`src/rtl/rot_shift_sequencer.sv`:
```
// Multi-cycle rotate/shift sequencer: accepts one ROL/ROR/SHL/SHR/SHRA request,
// moves the operand at most STEP positions per cycle, then holds the result
// until the consumer takes it.
module rot_shift_sequencer #(
    parameter int WIDTH = 32,
    parameter int AMT_W = 5,
    parameter int STEP  = 8
) (
    input  logic             clk,
    input  logic             clr_n,
    input  logic             in_valid,
    output logic             in_ready,
    input  logic [WIDTH-1:0] in_data,
    input  logic [AMT_W-1:0] in_amt,
    input  logic [2:0]       in_op,
    output logic             out_valid,
    input  logic             out_ready,
    output logic [WIDTH-1:0] out_data,
    output logic             out_err,
    output logic             busy
);

    // Step size needs to hold 0..STEP inclusive.
    localparam int K_W = $clog2(STEP + 1);

    localparam logic [2:0] OP_ROL  = 3'b000;
    localparam logic [2:0] OP_ROR  = 3'b001;
    localparam logic [2:0] OP_SHL  = 3'b010;
    localparam logic [2:0] OP_SHR  = 3'b011;
    localparam logic [2:0] OP_SHRA = 3'b100;

    typedef enum logic [1:0] {
        IDLE = 2'b00,
        BUSY = 2'b01,
        DONE = 2'b10
    } state_t;

    state_t           state_q;
    logic [WIDTH-1:0] work_q;
    logic [AMT_W-1:0] rem_q;
    logic [2:0]       op_q;
    logic [WIDTH-1:0] out_data_q;
    logic             out_err_q;
    logic             out_valid_q;
    logic             busy_q;

    logic [K_W-1:0]   step_k_d;
    logic [WIDTH-1:0] work_d;
    logic [AMT_W-1:0] rem_d;

    // Apply one bounded step of the operation. SHRA keeps the MSB of the
    // working word, which is always the operand's original sign bit because
    // every earlier SHRA step preserved it.
    function automatic logic [WIDTH-1:0] apply_step(input logic [WIDTH-1:0] w,
                                                    input logic [2:0]       op,
                                                    input logic [K_W-1:0]   k);
        logic [2*WIDTH-1:0] dbl;
        logic [WIDTH-1:0]   res;
        dbl = '0;
        res = w;
        case (op)
            OP_ROL: begin
                dbl = {w, w} << k;
                res = dbl[2*WIDTH-1:WIDTH];
            end
            OP_ROR: begin
                dbl = {w, w} >> k;
                res = dbl[WIDTH-1:0];
            end
            OP_SHL:  res = w << k;
            OP_SHR:  res = w >> k;
            OP_SHRA: res = $signed(w) >>> k;
            default: res = w;
        endcase
        return res;
    endfunction

    // Step amount k = min(remaining, STEP) and the resulting next working word.
    always_comb begin
        step_k_d = '0;
        if ({1'b0, rem_q} > (AMT_W + 1)'(STEP)) begin
            step_k_d = K_W'(STEP);
        end else begin
            step_k_d = K_W'(rem_q);
        end
        work_d = apply_step(work_q, op_q, step_k_d);
        rem_d  = rem_q - AMT_W'(step_k_d);
    end

    // Control FSM with registered outputs; reset abandons any operation in flight.
    always_ff @(posedge clk) begin
        if (!clr_n) begin
            state_q     <= IDLE;
            rem_q       <= '0;
            out_data_q  <= '0;
            out_err_q   <= 1'b0;
            out_valid_q <= 1'b0;
            busy_q      <= 1'b0;
        end else begin
            case (state_q)
                IDLE: begin
                    if (in_valid) begin
                        work_q <= in_data;
                        rem_q  <= in_amt;
                        op_q   <= in_op;
                        if (in_op > OP_SHRA) begin
                            out_data_q  <= in_data;
                            out_err_q   <= 1'b1;
                            out_valid_q <= 1'b1;
                            state_q     <= DONE;
                        end else if (in_amt == '0) begin
                            out_data_q  <= in_data;
                            out_err_q   <= 1'b0;
                            out_valid_q <= 1'b1;
                            state_q     <= DONE;
                        end else begin
                            busy_q  <= 1'b1;
                            state_q <= BUSY;
                        end
                    end
                end
                BUSY: begin
                    work_q <= work_d;
                    rem_q  <= rem_d;
                    if (rem_d == '0) begin
                        out_data_q  <= work_d;
                        out_err_q   <= 1'b0;
                        out_valid_q <= 1'b1;
                        busy_q      <= 1'b0;
                        state_q     <= DONE;
                    end
                end
                DONE: begin
                    if (out_ready) begin
                        out_valid_q <= 1'b0;
                        state_q     <= IDLE;
                    end
                end
                default: begin
                    out_valid_q <= 1'b0;
                    busy_q      <= 1'b0;
                    state_q     <= IDLE;
                end
            endcase
        end
    end

    assign in_ready  = clr_n && (state_q == IDLE);
    assign out_valid = out_valid_q;
    assign out_data  = out_data_q;
    assign out_err   = out_err_q;
    assign busy      = busy_q;

endmodule
```
`config.mk`:
```
export PLATFORM = sky130hd
export DESIGN_NAME = rot_shift_sequencer
export DESIGN_NICKNAME = d
export VERILOG_FILES = /design/src/rtl/rot_shift_sequencer.sv
export SDC_FILE = /design/constraint.sdc
export NUM_CORES = 1
export LEC_CHECK = 0
export CORE_ASPECT_RATIO = 2
export CORE_MARGIN = 2
export CORE_UTILIZATION = 64
export CTS_CLUSTER_DIAMETER = 50
export DETAILED_ROUTE_END_ITERATION = 8
export PLACE_DENSITY_LB_ADDON = 0.05
export SLEW_MARGIN = 20
export SYNTH_ARGS = -nofsm -noshare
export SYNTH_HDL_FRONTEND = slang
export SYNTH_SLANG_ARGS = --single-unit
```
`constraint.sdc`:
```
create_clock -name clk -period 11 [get_ports clk]
set_input_delay 1.1 -clock clk [delete_from_list [all_inputs] [get_ports clk]]
set_output_delay 1.1 -clock clk [all_outputs]
set_load 0.01 [all_outputs]
```
== Word-level counts from Yosys, hierarchy flattened ==
Cells that the tools add are included.

* $lt $le $gt $ge: 2
* Shifts and indexed selects: 5
* Bitwise logic cells: 1
* Eq/ne operators: 12
* Reductions and logical operators: 13
* Add/subtract/negate cells: 1
* Mux-type cells: 32

{| class="wikitable"
|+ Operators by type and width
! kind !! count
|-
| 32-bit two-way mux || 5
|-
| 32-bit case mux with 5 select lines || 1
|-
| 32-bit case mux with 2 select lines || 2
|-
| 64-bit by 4-bit left shift with 64-bit output || 1
|-
| 64-bit by 4-bit right shift with 32-bit output || 1
|-
| 32-bit by 4-bit left shift with 32-bit output || 1
|-
| 32-bit by 4-bit right shift with 32-bit output || 1
|-
| 32-bit by 4-bit >>> shifter with 32-bit output || 1
|-
| 1-bit two-way mux || 12
|-
| 5-bit zero test || 2
|-
| 2-bit two-way mux || 5
|-
| 2-bit != test (second input constant) || 5
|-
| 5-bit case mux with 2 select lines || 1
|-
| 3-bit AND reduction || 3
|-
| 4-bit AND reduction || 2
|-
| 3-bit by 2-bit equality test with 1-bit output (second input constant) || 2
|-
| 1-bit case mux with 3 select lines || 2
|-
| 2-bit case mux with 3 select lines || 1
|-
| 5-bit by 4-bit > comparator with 1-bit output (second input constant) || 1
|-
| 5-bit two-way mux || 1
|-
| 5-bit AND reduction || 1
|-
| 5-bit by 4-bit subtractor with 5-bit output || 1
|-
| 4-bit two-way mux || 1
|-
| 3-bit by 1-bit equality test with 1-bit output (second input constant) || 1
|-
| 12 further kinds || 12
|}

* Word-level logic and storage cells: 74
* Flip-flop bits (word level): 77
* Output and inout port bits: 36

== Logic depth before layout (Yosys ltp) ==
* Depth in word-level cells: 6
* Depth in mapped cells: 14

== Worst setup path before layout ==
No wires, ideal clock.

* Path kind: input to register
* Start point: in clr_n
* End point: reg work_q[0] (enable)
* Slack: 6.773 ns
* Required time: 10.539 ns
* Library setup time: 0.461 ns
* Stages: 3
* Arrival: 3.766 ns
* Cell sequence: clkinv_1 clkbuf_1 nor3_1

* Cells in the longest elaborated chain, start to end: 1

{| class="wikitable"
|+ Ends and longest elaborated chain
! element !! RTL line !! RTL
|-
| start, declared || 10 || <nowiki>input logic clr_n,</nowiki>
|-
| 3-bit AND reduction (no source line) || -- ||
|-
| end signal, assigned || 103 || <nowiki>work_q <= in_data;</nowiki>
|-
| end signal, assigned || 123 || <nowiki>work_q <= work_d;</nowiki>
|-
| end, declared || 39 || <nowiki>logic [WIDTH-1:0] work_q;</nowiki>
|}

Every way passes these cells.
A chain may end at the register's enable or synchronous reset.

== Worst setup path after layout ==
* Start point: in clr_n
* End point: out in_ready

* Cells in the longest elaborated chain, start to end: 1

{| class="wikitable"
|+ Ends and longest elaborated chain
! element !! RTL line !! RTL
|-
| 1-bit logical AND || 148 || <nowiki>assign in_ready = clr_n && (state_q == IDLE);</nowiki>
|-
| end, declared || 12 || <nowiki>output logic in_ready,</nowiki>
|}

Every way passes these cells.

==> results.sh <==
export IMPL_synth_top_area_frac=0.131
export IMPL_fp_coreArea_sq_um=12400
export IMPL_routed_via_density=8.06
export IMPL_synth_edf_count=35
export IMPL_yosysTopAreaCell="edfxtp_1"
export IMPL_htreeDepth=3
export IMPL_grt_max_degree=89
export IMPL_num_antenna_cells=0
export IMPL_critPathLaunchType="primary input"
export IMPL_synth_main_ff_cell="dfxtp_1"
export IMPL_hold_buffers=0
export IMPL_dieArea_sq_um=13500
export IMPL_finalMaxSlewViolations=0
export IMPL_hpwl_um=22600
export IMPL_maxCapViolCount=0
export IMPL_outcome="completed"
export IMPL_fmax_mhz=256
export IMPL_yosysWarnings=0
export IMPL_dp_slack_ns=7.11
export IMPL_clk_latency_ns=0.35
export IMPL_ys_top_cells_by_count="104 x a21oi_1, 99 x nor2_1, 91 x nand2_1, 91 x o21ai_0, 53 x clkbuf_1"
export IMPL_async_flop_share=0
export IMPL_drt_wl_total_um=34900
export IMPL_hp_class="reg2reg"
export IMPL_layout_drive_gt1_share=0.0883
export IMPL_cts_tree="done"
export IMPL_layout_nets=1116
export IMPL_ios=80
export IMPL_post_cts_buffers=0
export IMPL_relSlewSlack=0.225
export IMPL_num_rows=58
export IMPL_synth_top_family_by_area="compound AO/OA/AOI/OAI gates"
export IMPL_synth_compound_area_frac=0.394
export IMPL_dr_wl_met2_um=15100
export IMPL_yosysMostFrequentCell="a21oi_1"
export IMPL_dr_wl_met3_um=4840
export IMPL_p_per_area_nw_per_um2=143
export IMPL_first_pass_iters=8
export IMPL_synthMuxAreaShare=0.0208
export IMPL_yosys_area_share_xor_xnor=0
export IMPL_fin_ws_ns=7.10
export IMPL_hold_violations=0
export IMPL_start_util=0.648
export IMPL_worst_setup_path_end_kind="primary output"
export IMPL_arrival_ns=2.80
export IMPL_cts_root_buf="clkbuf_16"
export IMPL_cts_made_buffers=9
export IMPL_wl_per_cell_um=28.5
export IMPL_met1_length_um=11300
export IMPL_fin_crit_sh=0.355
export IMPL_clockBufferDepth=2
export IMPL_clock_skew_ns=0.00965
export IMPL_finalCriticalPeriod_ns=3.90
export IMPL_ctsResizeCount=0
export IMPL_avgSynthCellArea_sq_um=7.40
export IMPL_die_y_um=163
export IMPL_cts_clk_slew_worst_paths_ns=0.07
export IMPL_yosys_top_cells_area="edfxtp_1 13%, dfxtp_1 10%, a21oi_1 6.5%, o21ai_0 5.7%, nor2_1 4.6%"
export IMPL_crit_fanout=32
export IMPL_crit_slowest_cell="clkdlybuf4s50_1"
export IMPL_track_usage=0.501
export IMPL_synthCells=1086
export IMPL_cpMostUsedCell="clkdlybuf4s50_1"
export IMPL_clkSinkCount=77
export IMPL_detail_route_antenna_nets=0
export IMPL_finalSetupViolations=0
export IMPL_area_growth_pct=10.2
export IMPL_gp_congestion=1.07
export IMPL_slowest_delay_ns=0.57
export IMPL_grt_pass1_vias=9120
export IMPL_synthAdderAreaFrac=0.00156
export IMPL_ys_seq_elements=77
export IMPL_drt_iter0_markers=2080
export IMPL_p_leak_nw=2.94
export IMPL_top_layer="met4"
export IMPL_vias=9886
export IMPL_drc_errors=0
export IMPL_synthDistinctLibCells=96
export IMPL_grt_ovfl_total=0
export IMPL_worst_pin_slew_ns=1.16
export IMPL_grt_pass1_wl_um=53200
export IMPL_port_buffers=79
export IMPL_grt_antenna_before_repair=0
export IMPL_syn_num_nets=1131
export IMPL_die_width_um=83.3
export IMPL_ir_worst_vdd_v=0.000120
export IMPL_yosysSeqAreaShare=0.235
export IMPL_syn_area_sq_um=8040
export IMPL_crit_required_ns=9.90
export IMPL_cp_cell_sequence="clkdlybuf4s50_1 > buf_4 > clkinv_1 > nor3_1 > clkdlybuf4s50_1"
export IMPL_setup_tns_ns=0
export IMPL_path_class="in2out"
export IMPL_rsz0062_at_grt="false"
export IMPL_synthSimpleGateAreaFrac=0.254
## cell families (layout without fill, tap and decap cells)
group / count (synthesis) / in the layout
flip-flops: 77 / 77
other: 1 / 1
adder cells (fa/ha/maj): 1 / 1
AO/OA/AOI/OAI: 452 / 452
buffers and inverters: 152 / 142
AND/OR/NAND/NOR: 388 / 388
multiplexers: 15 / 15
## final timing paths
path,startpoint,to,slack (ns),cells past startpoint
hold reg to reg,out_data[28]$_SDFFE_PN0P_,out_data[28]$_SDFFE_PN0P_,0.46,2
setup / recovery,clr_n,in_ready,7.10,5
hold / removal,out_data[28]$_SDFFE_PN0P_,out_data[28]$_SDFFE_PN0P_,0.46,2
setup reg to reg,rem_q[0]$_SDFFE_PN0P_,work_q[11]$_DFFE_PP_,7.26,8
## routing by layer
metal | vias to the layer above | GRT usage
met5 | - | 0
met4 | 0 | 0.381
met3 | 292 | 0.126
met2 | 1002 | 0.755
met1 | 4467 | 0.610
li1 | 4125 | -
## through the flow
stage                     hold slack (ns)  total power, mW  cell area (sq um)   util  std cells
after floorplan                     0.476            0.745               8040      -       1086
after global placement              0.444            0.912               8570  0.690       1210
after detailed placement            0.449            0.920               8570  0.690       1210
after CTS                           0.462             1.23               8860  0.714       1226
after global routing                0.478             1.30               8860  0.714       1226
final                               0.462             1.27               8860  0.714       1226
## critical path: cells and delay by family
family	cells	cell delay (ns)
buf+inv	4	1.50
simple gates	1	0.19
## sequential cells by signal, summed over array words and instances, names as in the netlist
name,count
busy,1
op_q,3
out_data,32
out_err,1
out_valid,1
rem_q,5
state_q,2
work_q,32
## final cells by class
cell class                      count  area (sq um)
Inverter                           23          86.3
Tap cell                          150           188
Timing Repair Buffer              103           971
Fill cell                        1027          3550
Clock inverter                      6          62.6
Multi-Input combinational cell    857          5430
Clock buffer                       10           229
Sequential cell                    77          1890
## power by group
part	internal (mW)	switching, mW
Combinational	0.193	0.361
Clock	0.177	0.143
Sequential	0.335	0.0618
## cell usage in the layout, fill, tap and decap left out, drive strengths merged, types with 13 or more instances in the layout
master / count
buf: 24
o21ai: 103
clkdlybuf4s50: 79
edfxtp: 35
a21oi: 106
dfxtp: 42
nand3: 41
a211oi: 23
o211ai: 18
nor4b: 15
o22ai: 16
nand2: 92
nor2: 100
a31oi: 29
inv: 23
nand2b: 31
a2111oi: 14
o221ai: 14
nand4bb: 13
nor3: 40
(Power assumes the default switching activity.)
